## src/rtl/i2c_pkg.sv

```systemverilog
`default_nettype none
// ============================================================================
// Module      : i2c_pkg
// Description : Shared widths, timeout default and FSM state encoding for the
//               I2C transaction arbiter.
// Revision    : 1.0 - initial release
// ============================================================================
package i2c_pkg;

  localparam int I2C_ADDR_W          = 7;
  localparam int I2C_DATA_W          = 8;

  // 20 ms at 100 MHz
  localparam int DEFAULT_TIMEOUT_CYC = 2000000;

  localparam logic [2:0] ST_IDLE      = 3'd0;
  localparam logic [2:0] ST_ISSUE     = 3'd1;
  localparam logic [2:0] ST_WAIT_DONE = 3'd2;
  localparam logic [2:0] ST_ABORT     = 3'd3;
  localparam logic [2:0] ST_RESP      = 3'd4;

endpackage
`default_nettype wire

```

## src/rtl/rr_arbiter.sv

```systemverilog
`default_nettype none
// ============================================================================
// Module      : rr_arbiter
// Description : Combinational round-robin pick. Scans requests starting at
//               ptr_i and wraps modulo NUM_REQ; returns one-hot and index.
// Revision    : 1.0 - initial release
// ============================================================================
module rr_arbiter #(
  parameter int NUM_REQ = 4,
  parameter int IDX_W   = $clog2(NUM_REQ)
) (
  input  logic [NUM_REQ-1:0] req_i,
  input  logic [IDX_W-1:0]   ptr_i,
  output logic               valid_o,
  output logic [NUM_REQ-1:0] gnt_o,
  output logic [IDX_W-1:0]   idx_o
);

  // First set request at or after ptr_i, wrapping explicitly so that
  // non-power-of-2 NUM_REQ never selects a nonexistent requester.
  always_comb begin
    int               cand;
    logic [IDX_W-1:0] cand_idx;
    valid_o  = 1'b0;
    gnt_o    = '0;
    idx_o    = '0;
    cand     = 0;
    cand_idx = '0;
    for (int i = 0; i < NUM_REQ; i++) begin
      cand = int'(ptr_i) + i;
      if (cand >= NUM_REQ) begin
        cand = cand - NUM_REQ;
      end
      cand_idx = IDX_W'(cand);
      if (!valid_o && req_i[cand_idx]) begin
        valid_o         = 1'b1;
        idx_o           = cand_idx;
        gnt_o[cand_idx] = 1'b1;
      end
    end
  end

endmodule
`default_nettype wire

```

## src/rtl/i2c_txn_arbiter.sv

```systemverilog
`default_nettype none
// ============================================================================
// Module      : i2c_txn_arbiter
// Description : Shares one I2C master between NUM_REQ requesters. Round-robin
//               grant, one master transaction per grant, per-requester
//               done/nack status and an ack-wait watchdog that aborts the
//               master when no completion arrives.
// Revision    : 1.0 - initial release
// ============================================================================
module i2c_txn_arbiter
  import i2c_pkg::*;
#(
  parameter int NUM_REQ     = 4,
  parameter int TIMEOUT_CYC = DEFAULT_TIMEOUT_CYC
) (
  input  logic                          clk,
  input  logic                          rst,
  input  logic [NUM_REQ-1:0]            req_i,
  input  logic [I2C_ADDR_W*NUM_REQ-1:0] req_addr_i,
  input  logic [I2C_DATA_W*NUM_REQ-1:0] req_data_i,
  output logic [NUM_REQ-1:0]            gnt_o,
  output logic [NUM_REQ-1:0]            done_o,
  output logic [NUM_REQ-1:0]            nack_o,
  output logic                          timeout_o,
  output logic                          m_start_o,
  output logic [I2C_ADDR_W-1:0]         m_addr_o,
  output logic [I2C_DATA_W-1:0]         m_data_o,
  output logic                          m_abort_o,
  input  logic                          m_busy_i,
  input  logic                          m_done_i,
  input  logic                          m_nack_i
);

  localparam int IDX_W   = $clog2(NUM_REQ);
  localparam int TIMER_W = $clog2(TIMEOUT_CYC);

  localparam logic [IDX_W-1:0]   C_LAST_IDX    = IDX_W'(NUM_REQ - 1);
  localparam logic [TIMER_W-1:0] C_TIMEOUT_END = TIMER_W'(TIMEOUT_CYC - 1);

  logic [2:0]            state_q,     state_d;
  logic [IDX_W-1:0]      k_q,         k_d;
  logic [NUM_REQ-1:0]    gnt_sel_q,   gnt_sel_d;
  logic [IDX_W-1:0]      rr_ptr_q,    rr_ptr_d;
  logic [TIMER_W-1:0]    timer_q,     timer_d;
  logic [I2C_ADDR_W-1:0] addr_q,      addr_d;
  logic [I2C_DATA_W-1:0] data_q,      data_d;
  logic                  nack_flag_q, nack_flag_d;
  logic                  to_flag_q,   to_flag_d;

  logic                  arb_valid;
  logic [NUM_REQ-1:0]    arb_gnt;
  logic [IDX_W-1:0]      arb_idx;

  logic [I2C_ADDR_W-1:0] req_addr_arr [NUM_REQ];
  logic [I2C_DATA_W-1:0] req_data_arr [NUM_REQ];

  for (genvar g = 0; g < NUM_REQ; g++) begin : g_unpack
    assign req_addr_arr[g] = req_addr_i[g*I2C_ADDR_W +: I2C_ADDR_W];
    assign req_data_arr[g] = req_data_i[g*I2C_DATA_W +: I2C_DATA_W];
  end

  rr_arbiter #(
    .NUM_REQ (NUM_REQ),
    .IDX_W   (IDX_W)
  ) u_rr_arbiter (
    .req_i   (req_i),
    .ptr_i   (rr_ptr_q),
    .valid_o (arb_valid),
    .gnt_o   (arb_gnt),
    .idx_o   (arb_idx)
  );

  // Next-state logic for the transaction FSM, watchdog timer and latches.
  always_comb begin
    state_d     = state_q;
    k_d         = k_q;
    gnt_sel_d   = gnt_sel_q;
    rr_ptr_d    = rr_ptr_q;
    timer_d     = timer_q;
    addr_d      = addr_q;
    data_d      = data_q;
    nack_flag_d = nack_flag_q;
    to_flag_d   = to_flag_q;
    case (state_q)
      ST_IDLE: begin
        // Timer reads 0 during ISSUE, so it counts cycles since m_start_o.
        timer_d = '0;
        if (arb_valid && !m_busy_i) begin
          k_d       = arb_idx;
          gnt_sel_d = arb_gnt;
          addr_d    = req_addr_arr[arb_idx];
          data_d    = req_data_arr[arb_idx];
          state_d   = ST_ISSUE;
        end
      end
      ST_ISSUE: begin
        timer_d     = TIMER_W'(1);
        nack_flag_d = 1'b0;
        to_flag_d   = 1'b0;
        state_d     = ST_WAIT_DONE;
      end
      ST_WAIT_DONE: begin
        if (timer_q != '1) begin
          timer_d = timer_q + 1'b1;
        end
        // A completion arriving on the timeout cycle takes precedence.
        if (m_done_i) begin
          nack_flag_d = m_nack_i;
          to_flag_d   = 1'b0;
          state_d     = ST_RESP;
        end else if (timer_q == C_TIMEOUT_END) begin
          state_d = ST_ABORT;
        end
      end
      ST_ABORT: begin
        nack_flag_d = 1'b1;
        to_flag_d   = 1'b1;
        state_d     = ST_RESP;
      end
      ST_RESP: begin
        rr_ptr_d = (k_q == C_LAST_IDX) ? '0 : k_q + 1'b1;
        state_d  = ST_IDLE;
      end
      default: begin
        state_d = ST_IDLE;
      end
    endcase
  end

  // State registers with synchronous active-low reset.
  always_ff @(posedge clk) begin
    if (!rst) begin
      state_q     <= ST_IDLE;
      k_q         <= '0;
      gnt_sel_q   <= '0;
      rr_ptr_q    <= '0;
      timer_q     <= '0;
      addr_q      <= '0;
      data_q      <= '0;
      nack_flag_q <= 1'b0;
      to_flag_q   <= 1'b0;
    end else begin
      state_q     <= state_d;
      k_q         <= k_d;
      gnt_sel_q   <= gnt_sel_d;
      rr_ptr_q    <= rr_ptr_d;
      timer_q     <= timer_d;
      addr_q      <= addr_d;
      data_q      <= data_d;
      nack_flag_q <= nack_flag_d;
      to_flag_q   <= to_flag_d;
    end
  end

  // Outputs decode directly from registered state, so they clear on reset.
  always_comb begin
    gnt_o     = (state_q != ST_IDLE) ? gnt_sel_q : '0;
    done_o    = (state_q == ST_RESP) ? gnt_sel_q : '0;
    nack_o    = (state_q == ST_RESP && nack_flag_q) ? gnt_sel_q : '0;
    timeout_o = (state_q == ST_RESP) && to_flag_q;
    m_start_o = (state_q == ST_ISSUE);
    m_abort_o = (state_q == ST_ABORT);
    m_addr_o  = addr_q;
    m_data_o  = data_q;
  end

endmodule
`default_nettype wire

```

## config.mk

```make
export PLATFORM = sky130hd
export DESIGN_NAME = i2c_txn_arbiter
export DESIGN_NICKNAME = d
export VERILOG_FILES = /design/src/rtl/i2c_pkg.sv /design/src/rtl/rr_arbiter.sv /design/src/rtl/i2c_txn_arbiter.sv
export SDC_FILE = /design/constraint.sdc
export NUM_CORES = 1
export LEC_CHECK = 0
export BUFFER_PORTS_ARGS = -buffer_cell sky130_fd_sc_hd__buf_2
export CORE_AREA = 2 2 119 121
export DETAILED_ROUTE_END_ITERATION = 6
export DIE_AREA = 0 0 121 123
export PLACE_DENSITY_LB_ADDON = 0.05
export SYNTH_ARGS = -nofsm -noshare
export SYNTH_HDL_FRONTEND = slang
export SYNTH_SLANG_ARGS = --single-unit
```

## constraint.sdc

```tcl
create_clock -name clk -period 5.3 [get_ports clk]
set_input_delay 1.06 -clock clk [delete_from_list [all_inputs] [get_ports clk]]
set_output_delay 1.06 -clock clk [all_outputs]
set_load 0.01 [all_outputs]
```

==> impl_metrics.env <==
export IMPL_rrSetupSlack_ps=1300
export IMPL_die_h_um=123
export IMPL_syn_avg_cell_area_um2=8.55
export IMPL_hold_end="m_addr_o[6]"
export IMPL_grt_overflow_total=0
export IMPL_whs_path_depth=1
export IMPL_max_freq_mhz=250
export IMPL_cts_sinks=49
export IMPL_synth_area_um2=3350
export IMPL_synth_edf_count=0
export IMPL_ir_drop_uv=117
export IMPL_instances_no_fill=657
export IMPL_rows=43
export IMPL_synth_fp_nets=468
export IMPL_timing_rr_start="rr_ptr_q[1]"
export IMPL_max_slew_worst_pin_slew_ps=1070
export IMPL_nFillCells=1439
export IMPL_r2r_cells=8
export IMPL_post_cts_setup_buffers=0
export IMPL_crit_path_end_kind="register"
export IMPL_setup_violations=0
export IMPL_synth_distinct_cells=62
export IMPL_path_cells="inv_1 -> ha_1 -> mux4_2 -> nor2b_4 -> o221a_2 -> buf_4 -> mux2_4 -> a221o_1"
export IMPL_skew_ps=7.30
export IMPL_crit_arrival_ps=4180
export IMPL_routedWlPerCell_um=14.8
export IMPL_crit_fanout=19
export IMPL_powerDensity_nw_per_um2=232
export IMPL_vias=3236
export IMPL_drtIter0Drc=220
export IMPL_power_switching_w=0.000251
export IMPL_port_buffers=98
export IMPL_whs_ps=483
export IMPL_grt_pass1_wl_mm=15.9
export IMPL_dp_cells=649
export IMPL_layout_nets=552
export IMPL_p_leak_nw=1.62
export IMPL_fin_crit_ps=4000
export IMPL_grt_usage=0.133
export IMPL_intPower_w=0.000709
export IMPL_fp_dieW_um=121
export IMPL_ys_warn_count=0
export IMPL_cts_hold_buf=0
export IMPL_dieArea_um2=14900
export IMPL_globalplace_congestion=0.766
export IMPL_relSlewSlack=0.287
export IMPL_yosysSeqAreaShare=0.293
export IMPL_min_from="m_addr_o[6]"
export IMPL_antennaDiodeCount=0
export IMPL_ant_nets=0
export IMPL_start_util=0.246
export IMPL_cts_tree="done"
export IMPL_clockBufferDepth=2
export IMPL_routed_via_density=4.93
export IMPL_r2r_end="m_addr_o[4]"
export IMPL_ys_seq_elements=49
export IMPL_clock_root_buffer="clkbuf_16"
export IMPL_crit_path_start_kind="register"
export IMPL_status="finished clean"
export IMPL_hold_path_class="register to register"
export IMPL_io_pins=99
export IMPL_h_tree_depth=2
export IMPL_drtPass1Iterations=4
export IMPL_grt_max_degree=27
export IMPL_synth_async_reset_ratio=0
export IMPL_period_share=0.755
export IMPL_cts_buffers=5
export IMPL_hold_viol=0
export IMPL_dp_hpwl_mm=6.98
export IMPL_pwr_share_clk=0.394
export IMPL_max_stage_delay_ps=710
export IMPL_max_cap_viol_count=0
export IMPL_path_class="register to register"
export IMPL_power_frac_comb=0.187
export IMPL_area_delta_synth_final_pct=23.4
export IMPL_antenna_found_initial=0
export IMPL_drive_above_1_share=0.281
export IMPL_cp_slowest_cell="mux4_2"
export IMPL_drcViolationCount=0
export IMPL_syn_inst=392
export IMPL_core_area_um2=13600
export IMPL_fin_setup_tns_ps=0
export IMPL_cts_resized=0
export IMPL_p_seq_frac=0.419
export IMPL_drv_slew=0
export IMPL_cts_clk_slew_worst_paths_ps=70
export IMPL_grt_setup_unrepaired="no"
export IMPL_crit_required_ps=5480
export IMPL_clk_latency_ps=290
export IMPL_p_sw_frac=0.262
export IMPL_grt_pass1_vias=3111
export IMPL_routed_wl_mm=9.75
export IMPL_synth_flop_cell="dfxtp_1"
-- synthesized netlist by cell type (6+ instances only) --
| library cell | count | area share |
|---|---|---|
| nand3_1 | 7 | 0.010 |
| a21oi_1 | 15 | 0.022 |
| o21ai_0 | 12 | 0.018 |
| nor3_1 | 7 | 0.010 |
| nand2_1 | 20 | 0.022 |
| clkbuf_1 | 20 | 0.022 |
| nor2b_1 | 12 | 0.022 |
| dfxtp_1 | 49 | 0.29 |
| ha_1 | 7 | 0.026 |
| nor2_1 | 59 | 0.066 |
| a211oi_1 | 6 | 0.013 |
| inv_1 | 8 | 0.0090 |
| xor2_1 | 7 | 0.018 |
| mux2i_1 | 20 | 0.060 |
| a2111oi_0 | 8 | 0.021 |
| and2_1 | 9 | 0.017 |
| xnor2_1 | 11 | 0.029 |
| a221o_1 | 13 | 0.039 |
-- power by group through the flow --
stage	registers (W)	logic [W]	clock network (W)
3_3_place_gp	0.000411	0.000182	0
4_1_cts	0.000403	0.000182	0.000400
3_5_place_dp	0.000411	0.000181	0
2_1_floorplan	0.000409	0.000118	0
5_1_grt	0.000406	0.000200	0.000414
6_report	0.000402	0.000180	0.000379
-- metal layers --
| layer | share of wire | wire (um) | up-vias | track usage |
|---|---|---|---|---|
| met3 | 0.077 | 750 | 7 | 0.0286 |
| met4 | 0.0077 | 75 | 0 | 0.0291 |
| met1 | 0.50 | 4910 | 1474 | 0.192 |
| li1 | - | - | 1624 | - |
| met2 | 0.41 | 4020 | 131 | 0.200 |
| met5 | 0 | 0 | - | 0 |
-- worst max path at each step --
stage	endpoint	cells after the start	slack, ps	start
2_1_floorplan	m_addr_o[0]	12	2280	rr_ptr_q[1]
3_3_place_gp	m_addr_o[4]	8	1420	rr_ptr_q[1]
3_5_place_dp	m_addr_o[4]	8	1290	rr_ptr_q[1]
4_1_cts	m_addr_o[4]	8	1280	rr_ptr_q[1]
5_1_grt	m_addr_o[4]	8	1020	rr_ptr_q[1]
6_report	m_addr_o[4]	8	1300	rr_ptr_q[1]
-- through the flow --
| step | area [um2] | total power (W) | setup slack (ps) | utilization |
|---|---|---|---|---|
| 5_1_grt | 4140 | 0.00102 | 1020 | 0.304 |
| 6_report | 4140 | 0.000961 | 1300 | 0.304 |
| 3_3_place_gp | 3970 | 0.000593 | 1420 | 0.291 |
| 2_1_floorplan | 3350 | 0.000527 | 2280 | - |
| 3_5_place_dp | 3970 | 0.000592 | 1290 | 0.291 |
| 4_1_cts | 4140 | 0.000984 | 1280 | 0.304 |
-- cell usage in the layout (no fill, tap or decap), types with 9 or more instances in the layout --
cell / Yosys / final
mux2i_1: 20 / 20
buf_2: 3 / 98
nand2_1: 20 / 20
nor2_1: 59 / 59
nor2b_1: 12 / 12
a21oi_1: 15 / 15
a221o_1: 13 / 13
xnor2_1: 11 / 11
and2_1: 9 / 9
o21ai_0: 12 / 12
dfxtp_1: 49 / 49
-- registers in the layout (all words and copies together) (netlist names) --
signal and cells:
timer_q 21, m_data_o 8, m_addr_o 7, gnt_sel_q 4, state_q 3, k_q 2
rr_ptr_q 2, nack_flag_q 1, to_flag_q 1
-- logic make-up after synthesis --
kind of cell / share of synthesized area
buffers and inverters: 0.0575
and+or+nand+nor: 0.221
xor gates and xnor gates: 0.0470
muxes: 0.136
DFF: 0.293
adders and majority gates: 0.0261
AOI/OAI and AO/OA: 0.221
-- final cells by class --
class	count	area, um2	share of cell area
timing repair buffer	106	551	0.133
sequential	49	981	0.237
inverter	8	30.0	0.00726
clock buffer	7	143	0.0345
multi-input combinational	306	2180	0.527
clock inverter	1	30.0	0.00726
tap	180	225	0.0544
-- worst max-delay path: cells and delay by family (launching register included) --
kind	cells	cell delay, ps
mux	2	1020
simple gates	1	210
buf+inv	2	470
fa+ha+maj	1	690
compound gates	2	900
flops	1	570
No activity file was read; power rests on OpenSTA's default activity.
